===== src/rtl/pwm_cfg_sequencer_if.sv =====
// Register-write bus and PWM-core handshake between the I2C front end,
// the configuration sequencer and the PWM counter.
interface pwm_cfg_sequencer_if #(
  parameter int REGBITS  = 2,
  parameter int DUTYBITS = 16
);
  logic [REGBITS-1:0]  regAddr;
  logic [7:0]          regData;
  logic                regDataValid;
  logic                period_end;
  logic [DUTYBITS-1:0] duty;
  logic [7:0]          prescale;
  logic                pwm_en;
  logic                cfg_update;
  logic                pending;

  modport master (
    output regAddr, regData, regDataValid, period_end,
    input  duty, prescale, pwm_en, cfg_update, pending
  );

  modport slave (
    input  regAddr, regData, regDataValid, period_end,
    output duty, prescale, pwm_en, cfg_update, pending
  );
endinterface


===== src/rtl/pwm_cfg_sequencer.sv =====
// Shadow/active PWM configuration bank: register writes land in the shadow
// bank and a COMMIT copies them to the active outputs on a period boundary.
module pwm_cfg_sequencer #(
  parameter int                  REGBITS    = 2,
  parameter int                  DUTYBITS   = 16,
  parameter logic [DUTYBITS-1:0] DUTY_RESET = DUTYBITS'(16'h8000)
) (
  input logic                clk,
  input logic                rst,
  pwm_cfg_sequencer_if.slave bus
);

  typedef enum logic [1:0] {
    IDLE,
    ARMED,
    APPLY
  } state_t;

  state_t state_q, state_d;

  logic [DUTYBITS-1:0] sh_duty, duty_q;
  logic [7:0]          sh_prescale, prescale_q;
  logic                sh_en, en_q;
  logic                cfg_update_q, pending_q;

  logic wr_duty_lo, wr_duty_hi, wr_ctrl, wr_prescale;
  logic commit_req, abort_req, reload;

  // Address decode; any address outside the four-entry map is dropped.
  always_comb begin
    // NOTE: every combinational output gets a default first so no path leaves it unassigned (no latch).
    wr_duty_lo  = 1'b0;
    wr_duty_hi  = 1'b0;
    wr_ctrl     = 1'b0;
    wr_prescale = 1'b0;
    if (bus.regDataValid) begin
      case (bus.regAddr)
        REGBITS'(0): wr_duty_lo  = 1'b1;
        REGBITS'(1): wr_duty_hi  = 1'b1;
        REGBITS'(2): wr_ctrl     = 1'b1;
        REGBITS'(3): wr_prescale = 1'b1;
        default:     ;
      endcase
    end
  end

  assign abort_req  = wr_ctrl & bus.regData[2];
  assign commit_req = wr_ctrl & bus.regData[1] & ~bus.regData[2];
  // APPLY is busy copying shadow to active, so an abort there is a no-op.
  assign reload     = abort_req & (state_q != APPLY);

  always_comb begin
    state_d = state_q;
    case (state_q)
      IDLE:  if (commit_req) state_d = ARMED;
      ARMED: begin
        if (abort_req)                        state_d = IDLE;
        else if (bus.period_end || !en_q)     state_d = APPLY;
      end
      APPLY: state_d = IDLE;
      default: state_d = IDLE;
    endcase
  end

  always_ff @(posedge clk or posedge rst) begin
    // NOTE: clocked state uses non-blocking assignments so every flop samples pre-edge values.
    if (rst) state_q <= IDLE;
    else     state_q <= state_d;
  end

  always_ff @(posedge clk or posedge rst) begin
    if (rst) begin
      sh_duty      <= DUTY_RESET;
      sh_prescale  <= '0;
      sh_en        <= 1'b0;
      duty_q       <= DUTY_RESET;
      prescale_q   <= '0;
      en_q         <= 1'b0;
      cfg_update_q <= 1'b0;
      pending_q    <= 1'b0;
    end else begin
      cfg_update_q <= (state_q == APPLY);
      pending_q    <= (state_d != IDLE);

      if (state_q == APPLY) begin
        duty_q     <= sh_duty;
        prescale_q <= sh_prescale;
        en_q       <= sh_en;
      end

      if (wr_duty_lo)  sh_duty[7:0]          <= bus.regData;
      if (wr_duty_hi)  sh_duty[DUTYBITS-1:8] <= bus.regData[DUTYBITS-9:0];
      if (wr_prescale) sh_prescale           <= bus.regData;
      // The enable bit of a CTRL write is taken even when it also aborts.
      if (wr_ctrl)     sh_en                 <= bus.regData[0];

      if (reload) begin
        sh_duty     <= duty_q;
        sh_prescale <= prescale_q;
      end
    end
  end

  assign bus.duty       = duty_q;
  assign bus.prescale   = prescale_q;
  assign bus.pwm_en     = en_q;
  assign bus.cfg_update = cfg_update_q;
  assign bus.pending    = pending_q;

endmodule

===== src/flat_wrapper.sv =====
// flat-port wrapper written by rule: the top's interface ports become plain ports
module pwm_cfg_sequencer_flat 
#(
  parameter int                  REGBITS    = 2,
  parameter int                  DUTYBITS   = 16,
  parameter logic [DUTYBITS-1:0] DUTY_RESET = DUTYBITS'(16'h8000)
)
  (clk, rst, bus_regAddr, bus_regData, bus_regDataValid, bus_period_end, bus_duty, bus_prescale, bus_pwm_en, bus_cfg_update, bus_pending);
  pwm_cfg_sequencer_if #(.REGBITS(REGBITS), .DUTYBITS(DUTYBITS)) bus_i ();
  input logic clk;
  input logic rst;
  input wire logic [$bits(bus_i.regAddr)-1:0] bus_regAddr;
  input wire logic [$bits(bus_i.regData)-1:0] bus_regData;
  input wire logic [$bits(bus_i.regDataValid)-1:0] bus_regDataValid;
  input wire logic [$bits(bus_i.period_end)-1:0] bus_period_end;
  output wire logic [$bits(bus_i.duty)-1:0] bus_duty;
  output wire logic [$bits(bus_i.prescale)-1:0] bus_prescale;
  output wire logic [$bits(bus_i.pwm_en)-1:0] bus_pwm_en;
  output wire logic [$bits(bus_i.cfg_update)-1:0] bus_cfg_update;
  output wire logic [$bits(bus_i.pending)-1:0] bus_pending;
  assign bus_i.regAddr = bus_regAddr;
  assign bus_i.regData = bus_regData;
  assign bus_i.regDataValid = bus_regDataValid;
  assign bus_i.period_end = bus_period_end;
  assign bus_duty = bus_i.duty;
  assign bus_prescale = bus_i.prescale;
  assign bus_pwm_en = bus_i.pwm_en;
  assign bus_cfg_update = bus_i.cfg_update;
  assign bus_pending = bus_i.pending;
  pwm_cfg_sequencer #(.REGBITS(REGBITS), .DUTYBITS(DUTYBITS), .DUTY_RESET(DUTY_RESET)) u_core (.clk(clk), .rst(rst), .bus(bus_i));
endmodule

===== config.mk =====
export PLATFORM = sky130hd
export DESIGN_NAME = pwm_cfg_sequencer_flat
export DESIGN_NICKNAME = d
export VERILOG_FILES = /design/src/rtl/pwm_cfg_sequencer_if.sv /design/src/rtl/pwm_cfg_sequencer.sv /design/src/flat_wrapper.sv
export SDC_FILE = /design/constraint.sdc
export NUM_CORES = 1
export LEC_CHECK = 0
export ABC_CLOCK_PERIOD_IN_PS = 2300
export BUFFER_PORTS_ARGS = -buffer_cell sky130_fd_sc_hd__buf_2
export CAP_MARGIN = 20
export CORE_MARGIN = 2
export CORE_UTILIZATION = 29
export DETAILED_ROUTE_END_ITERATION = 16
export GPL_ROUTABILITY_DRIVEN = 0
export PLACE_DENSITY = 0.47
export SLEW_MARGIN = 5
export SYNTH_ARGS = -nofsm -noshare
export SYNTH_HDL_FRONTEND = slang
export SYNTH_SLANG_ARGS = --single-unit

===== constraint.sdc =====
create_clock -name clk -period 2.3 [get_ports clk]
set_clock_uncertainty 0.05 [all_clocks]
set_input_delay 0.23 -clock clk [delete_from_list [all_inputs] [get_ports clk]]
set_output_delay 0.23 -clock clk [all_outputs]
set_load 0.01 [all_outputs]

==> metrics.csv, run 1 <==
metric;value;unit
Final Max Slew Viols;0;
vias in the first global route;1418;
initial core utilization;0.298;
crit end category;flop;
Cell variety after synth;20;
Starting DRT DRC Count;32;
fin crit period;1650;ps
DP Wirelength;3090;um
r2r startpoint;u_core.state_q[0];
commonest cells after routing, fill and taps aside;mux2_2 (54), dfrtp_1 (52), buf_2 (40);
CP Launch Type;flop;
RSZ-0062 raised after global routing;no;
share of layout cells above drive strength 1;0.645;
number of synthesis warnings;0;
# port buffers;40;
CP Max Fanout;24;
final net count;210;
PwrDens;1030;nW/um2
number of diodes;0;
gr usage total;0.116;
Core Area;8180;um2
Cell Area, Synth;2440;um2
row count;33;
drt wl/cell;16.0;um
relative slew slack;0.644;
syn_area_per_cell;16.0;um2
hold path cells;3;
Die W;95.7;um
Final TNS setup;0;ps
post-CTS sizing;0;
worst vdd ir;0.471;mV
setup ws final;648;ps
Comb pwr share;0.305;
Area growth syn-to-layout;16.6;%
Max Root-Sink Buffers;2;
first-pass GRT wire length;7820;um
critical path type;flop to flop;
setup violators final;0;
CP Data Required Time;2440;ps
Yosys reg bits;54;
DR vias/cell;4.46;
sequential share of power;0.517;
residual DRC count;0;
Post-Route WL;4830;um
# IOs;41;
Synth Net Count;166;
Mapped Cells;152;
Crit. Startpoint;u_core.state_q[0];
Worst-Skew Late Latency;310;ps
status;finished clean;
number of buffers created by CTS;5;
Final Cycle Share;0.718;
FF-to-FF path depth;3;
pin count of the biggest net entering global routing;55;
CTS sink count;54;
Sw Share;0.291;
Setup Slack @ Placement;455;ps
initial antenna violation count;0;
hold_sp;bus_regData[1];
sequential-to-total area share from yosys stat;0.555;
Die Ht;95.7;um
clk root buf;clkbuf_8;
Clock transition at path regs;100;ps
type of the tightest min-delay check;primary input to flop;
Final Hold Fails;0;
vias post-DR;1348;
net switching power;853;uW
drt pass-1 iters;2;
CTS tree;done;
total global routing overflow;0;
Worst Max-Slew Pin Slew;534;ps
fmax;605;MHz
Clock Power Share;0.178;
leakage dissipation;1.41;nW
crit path DAT;1800;ps
Routed Antenna Nets;0;
most common cell after layout, fill and taps aside;mux2_2;
Die ar.;9160;um2
internal power;2.08;mW
MaxCap Viol Count;0;
CTS H-Tree Depth;2;
==> sequential cells by signal, indices dropped and copies added, names as in the netlist <==
| register | count |
|---|---|
| u_core.bus.pending | 1 |
| u_core.bus.prescale | 8 |
| u_core.state_q | 2 |
| u_core.sh_prescale | 8 |
| u_core.sh_en | 1 |
| u_core.bus.cfg_update | 1 |
| u_core.sh_duty | 16 |
| u_core.bus.duty | 16 |
| u_core.bus.pwm_en | 1 |
==> synthesized netlist by cell type <==
master / count / area [um2]
nand3_4: 1 / 17.5
mux2_4: 20 / 300
nand3b_1: 1 / 7.51
mux2_2: 54 / 608
nor3b_4: 1 / 18.8
nor2b_1: 1 / 6.26
nor2_1: 1 / 3.75
nand2b_1: 2 / 12.5
dfstp_2: 2 / 52.6
inv_1: 3 / 11.3
a21oi_1: 3 / 15.0
a211o_1: 1 / 8.76
buf_2: 3 / 15.0
nand3_1: 1 / 5.00
dfrtp_1: 52 / 1300
and3_1: 1 / 6.26
buf_4: 1 / 7.51
and3b_1: 1 / 8.76
nand3_2: 1 / 10.0
buf_6: 2 / 22.5
==> power by group through the flow <==
stage	Sequential [mW]	Combinational [mW]	Clock, mW
floorplan	1.57	0.530	0
global placement	1.55	0.891	0
detailed placement	1.54	0.907	0
CTS	1.53	0.911	0.549
global route	1.57	0.979	0.582
finish	1.51	0.894	0.522
==> kinds of logic (layout without fill, tap and decap cells) <==
| kind of cell | Yosys count | count (layout) | synth area share |
|---|---|---|---|
| AO/OA/AOI/OAI | 4 | 4 | 0.00975 |
| buffers and inverters | 9 | 54 | 0.0231 |
| flip-flops | 54 | 54 | 0.555 |
| multiplexers | 74 | 74 | 0.372 |
| AND/OR/NAND/NOR | 11 | 11 | 0.0395 |
==> area by class of cell <==
class	instances	area [um2]
Clock buffer	8	80.1
Fill cell	837	5330
Inverter	3	11.3
Multi-Input combinational cell	89	1030
Sequential cell	54	1350
Tap cell	105	131
Timing Repair Buffer	43	238
==> worst paths after layout <==
path / endpoint / slack (ps)
min reg2reg: u_core.state_q[0] / 410
max in group asynchronous: u_core.bus.duty[15] / 1480
min in group asynchronous: u_core.bus.prescale[7] / 440
min: u_core.state_q[0] / 160
max: u_core.sh_duty[3] / 650
max reg2reg: u_core.sh_duty[3] / 650
==> what timing repair did <==
action,in CTS,in global routing
hold buffers,1,0
setup buffers,0,0
setup endpoints to repair,0,0
endpoints found under the hold margin,52,0
==> critical path: stages (launching register included) <==
cell	delay, ps
dfrtp_1	420
nand2b_1	200
nand3_4	410
mux2_4	450
==> per-layer routing <==
layer,up-vias,share of wire,track usage
li1,625,-,-
met1,690,0.47,0.156
met2,25,0.48,0.180
met4,0,0.017,0.0464
met3,8,0.036,0.0266
met5,-,0,0
==> per-stage QoR <==
step | std cells | util | power, mW | hold slack, ps | area, um2
2_1_floorplan | 152 | - | 2.10 | 321 | 2440
3_3_place_gp | 293 | 0.337 | 2.44 | 265 | 2750
3_5_place_dp | 293 | 0.337 | 2.45 | 264 | 2750
4_1_cts | 302 | 0.348 | 2.99 | 159 | 2840
5_1_grt | 302 | 0.348 | 3.13 | 167 | 2840
6_report | 302 | 0.348 | 2.93 | 163 | 2840
No activity file was read; power rests on OpenSTA's default activity.
==> inputs of run 2 (changes only) <==
ABC_CLOCK_PERIOD_IN_PS = 1500   (was 2300)
PLACE_DENSITY = 0.48   (was 0.47)
clock period = 1.5 ns   (was 2.3 ns; I/O delays follow)
==> run 2 against run 1 <==
Via count up 4.3%. Die area unchanged. Final cell count up 3.3%. Setup slack worse by 550 ps. Flip-flop and latch count unchanged. Critical path depth up 1. First-iteration DRC count down 25%. Fmax up 18%. Count of clock-buffer cells in the layout down 2. Largest power group unchanged. Highest routed layer unchanged.
==> metrics.csv, run 2 (synthesis results as in run 1) <==
metric;value;unit;change
setup violators final;0;;unchanged
Final Max Slew Viols;0;;unchanged
first-pass GRT wire length;8220;um;+5.2%
initial core utilization;0.298;;unchanged
Core Area;8180;um2;unchanged
Non-Filler Instances;312;;+3.3%
r2r startpoint;u_core.state_q[0];;
gr usage total;0.122;;+0.00609
FF-to-FF path depth;4;;+1
Final TNS setup;0;ps;unchanged
vias in the first global route;1476;;+4.1%
CP Launch Type;flop;;
internal power;3.37;mW;+62%
# port buffers;40;;unchanged
DP Wirelength;3590;um;+17%
setup slack, reg-to-reg;100;ps;-550 ps
drt wl/cell;16.3;um;+1.8%
Sw Share;0.283;;-0.00801
initial antenna violation count;0;;unchanged
Post-Place Cell Area;2880;um2;+4.7%
clk root buf;clkbuf_8;;
CTS sink count;54;;unchanged
vias post-DR;1406;;+4.3%
Cell Chain, Critical Path;nand2b_2 > nand3_4 > buf_12 > mux2_4;;
placed insts;303;;+3.4%
worst vdd ir;0.645;mV;+37%
relative slew slack;0.690;;+0.0459
RSZ-0062 raised after global routing;no;;
Worst Max-Slew Pin Slew;465;ps;-69.3 ps
WHS Endpoint;u_core.state_q[0];;
Clock transition at path regs;90;ps;about the same
CP Data Required Time;1650;ps;-790 ps
most common cell after layout, fill and taps aside;mux2_2;;
Finished Cell Area;3010;um2;+5.8%
Final Cycle Share;0.936;;+0.217
MaxCap Viol Count;0;;unchanged
Max Root-Sink Buffers;2;;unchanged
# IOs;41;;unchanged
crit path DAT;1550;ps;-250 ps
row count;33;;unchanged
status;finished clean;;
critical path type;flop to flop;;
Die Ht;95.7;um;unchanged
final hold slack;96.9;ps;-66.5 ps
fin crit period;1400;ps;-249 ps
net switching power;1.33;mW;+56%
CP peak stage delay;380;ps;-70 ps
crit end category;flop;;
drt pass-1 iters;3;;+1
total global routing overflow;0;;unchanged
Area growth syn-to-layout;23.3;%;
Worst-Skew Late Latency;310;ps;about the same
total power;4.70;mW;+60%
Reg-to-Reg End;u_core.sh_duty[2];;
Starting DRT DRC Count;24;;-25%
number of buffers created by CTS;5;;unchanged
leakage dissipation;1.49;nW;+5.7%
hold path cells;3;;unchanged
CTS H-Tree Depth;2;;unchanged
Post-Route WL;5080;um;+5.1%
fmax;713;MHz;+18%
share of layout cells above drive strength 1;0.676;;+0.0317
sequential share of power;0.495;;-0.022
CP Max Fanout;15;;-38%
commonest cells after routing, fill and taps aside;mux2_2 (54), dfrtp_1 (52), buf_2 (40);;
Die W;95.7;um;unchanged
pin count of the biggest net entering global routing;21;;-62%
final net count;220;;+4.8%
residual DRC count;0;;unchanged
number of diodes;0;;unchanged
Post-CTS Setup Repair Bufs;0;;unchanged
PwrDens;1560;nW/um2;+52%
Die ar.;9160;um2;unchanged
Final Hold Fails;0;;unchanged
type of the tightest min-delay check;primary input to flop;;
Comb pwr share;0.299;;-0.006
Crit-path slowest cell;dfrtp_1;;
Clock Power Share;0.206;;+0.028
hold_sp;bus_regData[1];;
Routed Antenna Nets;0;;unchanged
CTS tree;done;;
DR vias/cell;4.51;;+0.96%
==> run 2: critical path: cells and delay by family (launching register included) <==
family                 cells  cell delay [ps]
buffers and inverters      1              180
multiplexers               1              310
AND/OR/NAND/NOR            2              360
flip-flops                 1              380
==> run 2: layer usage <==
layer | up-vias | track usage | share of wire
li1 | 652 | - | -
met1 | 716 | 0.169 | 0.49
met2 | 31 | 0.188 | 0.45
met3 | 7 | 0.0290 | 0.044
met4 | 0 | 0.0393 | 0.012
met5 | - | 0 | 0
==> run 2: layout make-up <==
class | count | area, um2
multi-input combinational | 89 | 1030
fill | 801 | 5170
clock inverter | 2 | 37.5
sequential | 54 | 1350
timing repair buffer | 53 | 367
inverter | 3 | 15.0
clock buffer | 6 | 72.6
tap | 105 | 131
==> run 2: repair_timing <==
item                                   4_1_cts  5_1_grt
setup endpoints to repair                    0       16
endpoints found under the hold margin       13        0
resized for setup                            0        2
hold buffers                                 1        0
==> run 2: how the worst max path moves through the flow <==
| stage | startpoint | end |
|---|---|---|
| 2_1_floorplan | u_core.state_q[0] | u_core.sh_duty[0] |
| 3_5_place_dp | bus_regAddr[1] | u_core.sh_duty[4] |
| 3_3_place_gp | bus_regAddr[1] | u_core.sh_duty[2] |
| 6_report | u_core.state_q[0] | u_core.sh_duty[2] |
| 5_1_grt | u_core.state_q[0] | u_core.sh_duty[10] |
| 4_1_cts | u_core.state_q[1] | u_core.bus.prescale[1] |
==> run 2: power groups by stage <==
stage | Combinational [mW] | Sequential [mW] | Clock, mW
floorplan | 0.813 | 2.41 | 0
global placement | 1.39 | 2.38 | 0
detailed placement | 1.42 | 2.37 | 0
CTS | 1.43 | 2.34 | 1.01
global route | 1.52 | 2.41 | 1.08
finish | 1.40 | 2.33 | 0.968
==> run 2: through the flow <==
stage                     utilization  worst slack (ps)
final                           0.368              96.6
after global routing            0.368              42.4
after CTS                       0.367              65.6
after detailed placement        0.352              54.1
after global placement          0.352              48.3
after floorplan                     -              43.3
==> inputs of run 3 (changes only) <==
RECOVER_POWER = 25   (was unset)
==> run 3 against run 2 <==
Setup slack improved by 0.76 ps. Sequential power about the same. Fmax about the same. Register-to-register slack about the same. Die area unchanged. Combinational power about the same. Cell area decreased by 0.21%. First-iteration DRC count decreased by 25%. Worst hold slack got worse by 0.52 ps. Total power about the same. Critical path depth unchanged. Flip-flop and latch count unchanged.
==> metrics.csv, run 3 (synthesis results as in run 1) <==
metric;value;unit;change
gr usage total;0.122;;unchanged
r2r startpoint;u_core.state_q[0];;
Die Ht;95.7;um;unchanged
Final Cycle Share;0.935;;about the same
Sw Share;0.283;;about the same
setup violators final;0;;unchanged
Finished Core Util;0.367;;-0.000766
fmax;713;MHz;about the same
Comb pwr share;0.298;;about the same
CP Max Fanout;15;;unchanged
Die ar.;9160;um2;unchanged
row count;33;;unchanged
Clock Power Share;0.206;;about the same
Die W;95.7;um;unchanged
setup ws final;97.4;ps;+0.757 ps
pin count of the biggest net entering global routing;21;;unchanged
hold path cells;3;;unchanged
relative slew slack;0.374;;-0.315
CP Buf/Inv Count;1;;unchanged
setup slack, reg-to-reg;100;ps;about the same
most common cell after layout, fill and taps aside;mux2_2;;
number of diodes;0;;unchanged
vias in the first global route;1476;;unchanged
met1 Use GR;0.169;;unchanged
critical path type;flop to flop;;
delay-heaviest family, CP;flip-flops;;
# IOs;41;;unchanged
MaxCap Viol Count;0;;unchanged
Cell Chain, Critical Path;nand2b_2 > nand3_4 > buf_12 > mux2_4;;
first-pass GRT wire length;8220;um;unchanged
share of layout cells above drive strength 1;0.671;;-0.00483
final hold slack;96.3;ps;-0.520 ps
net switching power;1.33;mW;-0.10%
Max Root-Sink Buffers;2;;unchanged
CP Launch Type;flop;;
Reg-to-Reg End;u_core.sh_duty[2];;
grt met2 use;0.188;;unchanged
type of the tightest min-delay check;primary input to flop;;
Final TNS setup;0;ps;unchanged
number of buffers created by CTS;5;;unchanged
Post-Place Cell Area;2880;um2;unchanged
CTS sink count;54;;unchanged
CTS tree;done;;
DP Wirelength;3590;um;unchanged
FILL cells;801;;unchanged
met3 Use GR;0.0290;;unchanged
status;finished clean;;
CP Data Required Time;1650;ps;about the same
area of the multi-input gates;1030;um2;unchanged
Core Area;8180;um2;unchanged
CTS H-Tree Depth;2;;unchanged
Starting DRT DRC Count;18;;-25%
Final Hold Fails;0;;unchanged
drt pass-1 iters;3;;unchanged
commonest cells after routing, fill and taps aside;mux2_2 (54), dfrtp_1 (52), buf_2 (40);;
hold_sp;bus_regData[1];;
crit end category;flop;;
Area growth syn-to-layout;23.1;%;
vias post-DR;1409;;+0.21%
PwrDens;1560;nW/um2;+0.16%
Routed Antenna Nets;0;;unchanged
Crit-path slowest cell;dfrtp_1;;
Setup Slack @ Placement;54.1;ps;unchanged
FF-to-FF path depth;4;;unchanged
drt wl/cell;16.3;um;about the same
final net count;220;;unchanged
clk root buf;clkbuf_8;;
Worst Max-Slew Pin Slew;934;ps;+469 ps
Clock transition at path regs;90;ps;about the same
crit path DAT;1550;ps;about the same
DR vias/cell;4.52;;+0.21%
leakage dissipation;1.48;nW;-0.28%
CP peak stage delay;380;ps;about the same
total global routing overflow;0;;unchanged
residual DRC count;0;;unchanged
initial core utilization;0.298;;unchanged
Worst-Skew Late Latency;310;ps;about the same
sequential cell area;1350;um2;unchanged
sequential share of power;0.496;;about the same
worst vdd ir;0.645;mV;about the same
grt peak-use layer;met2;;
Post-Route WL;5080;um;about the same
Finished Cell Area;3000;um2;-0.21%
RSZ-0062 raised after global routing;no;;
Final Max Slew Viols;0;;unchanged
# port buffers;40;;unchanged
fin crit period;1400;ps;-0.757 ps
WHS Endpoint;u_core.state_q[0];;
initial antenna violation count;0;;unchanged
internal power;3.37;mW;about the same
[run 3: repair_timing]
action | in CTS | in global routing
endpoints found under the setup margin | 0 | 16
hold endpoints to repair | 13 | 0
hold buffers | 1 | 0
setup buffers | 0 | 0
resized for setup | 0 | 2
[run 3: worst max-delay path by stage]
stage                      startpoint                     end  cells past startpoint
global route        u_core.state_q[0]      u_core.sh_duty[10]                      4
floorplan           u_core.state_q[0]       u_core.sh_duty[0]                      5
finish              u_core.state_q[0]       u_core.sh_duty[2]                      4
CTS                 u_core.state_q[1]  u_core.bus.prescale[1]                      3
detailed placement     bus_regAddr[1]       u_core.sh_duty[4]                      5
global placement       bus_regAddr[1]       u_core.sh_duty[2]                      5
[run 3: tightest hold or removal path, stage by stage]
cell and delay (ps):
buf_2 140, nand3_1 70, a21oi_1 60
[run 3: metrics by stage]
step | instances | total power, mW
2_1_floorplan | 152 | 3.23
3_3_place_gp | 303 | 3.77
3_5_place_dp | 303 | 3.79
4_1_cts | 312 | 4.78
5_1_grt | 312 | 5.02
6_report | 312 | 4.70
[run 3: power by group through the flow]
stage / logic, mW / registers (mW) / clock network [mW]
final: 1.40 / 2.33 / 0.967
after floorplan: 0.813 / 2.41 / 0
after detailed placement: 1.42 / 2.37 / 0
after global placement: 1.39 / 2.38 / 0
after global routing: 1.52 / 2.41 / 1.08
after CTS: 1.43 / 2.34 / 1.01
[run 3: layout make-up]
type | count | share of cell area
timing repair buffer | 53 | 0.121
clock buffer | 6 | 0.0242
clock inverter | 2 | 0.0125
multi-input combinational | 89 | 0.343
sequential | 54 | 0.451
tap | 105 | 0.0438
inverter | 3 | 0.00417
[run 3: per-layer routing]
metal  vias up  share of wire
met5         -              0
met4         0          0.012
met3         7          0.045
met2        31           0.46
met1       719           0.49
li1        652              -
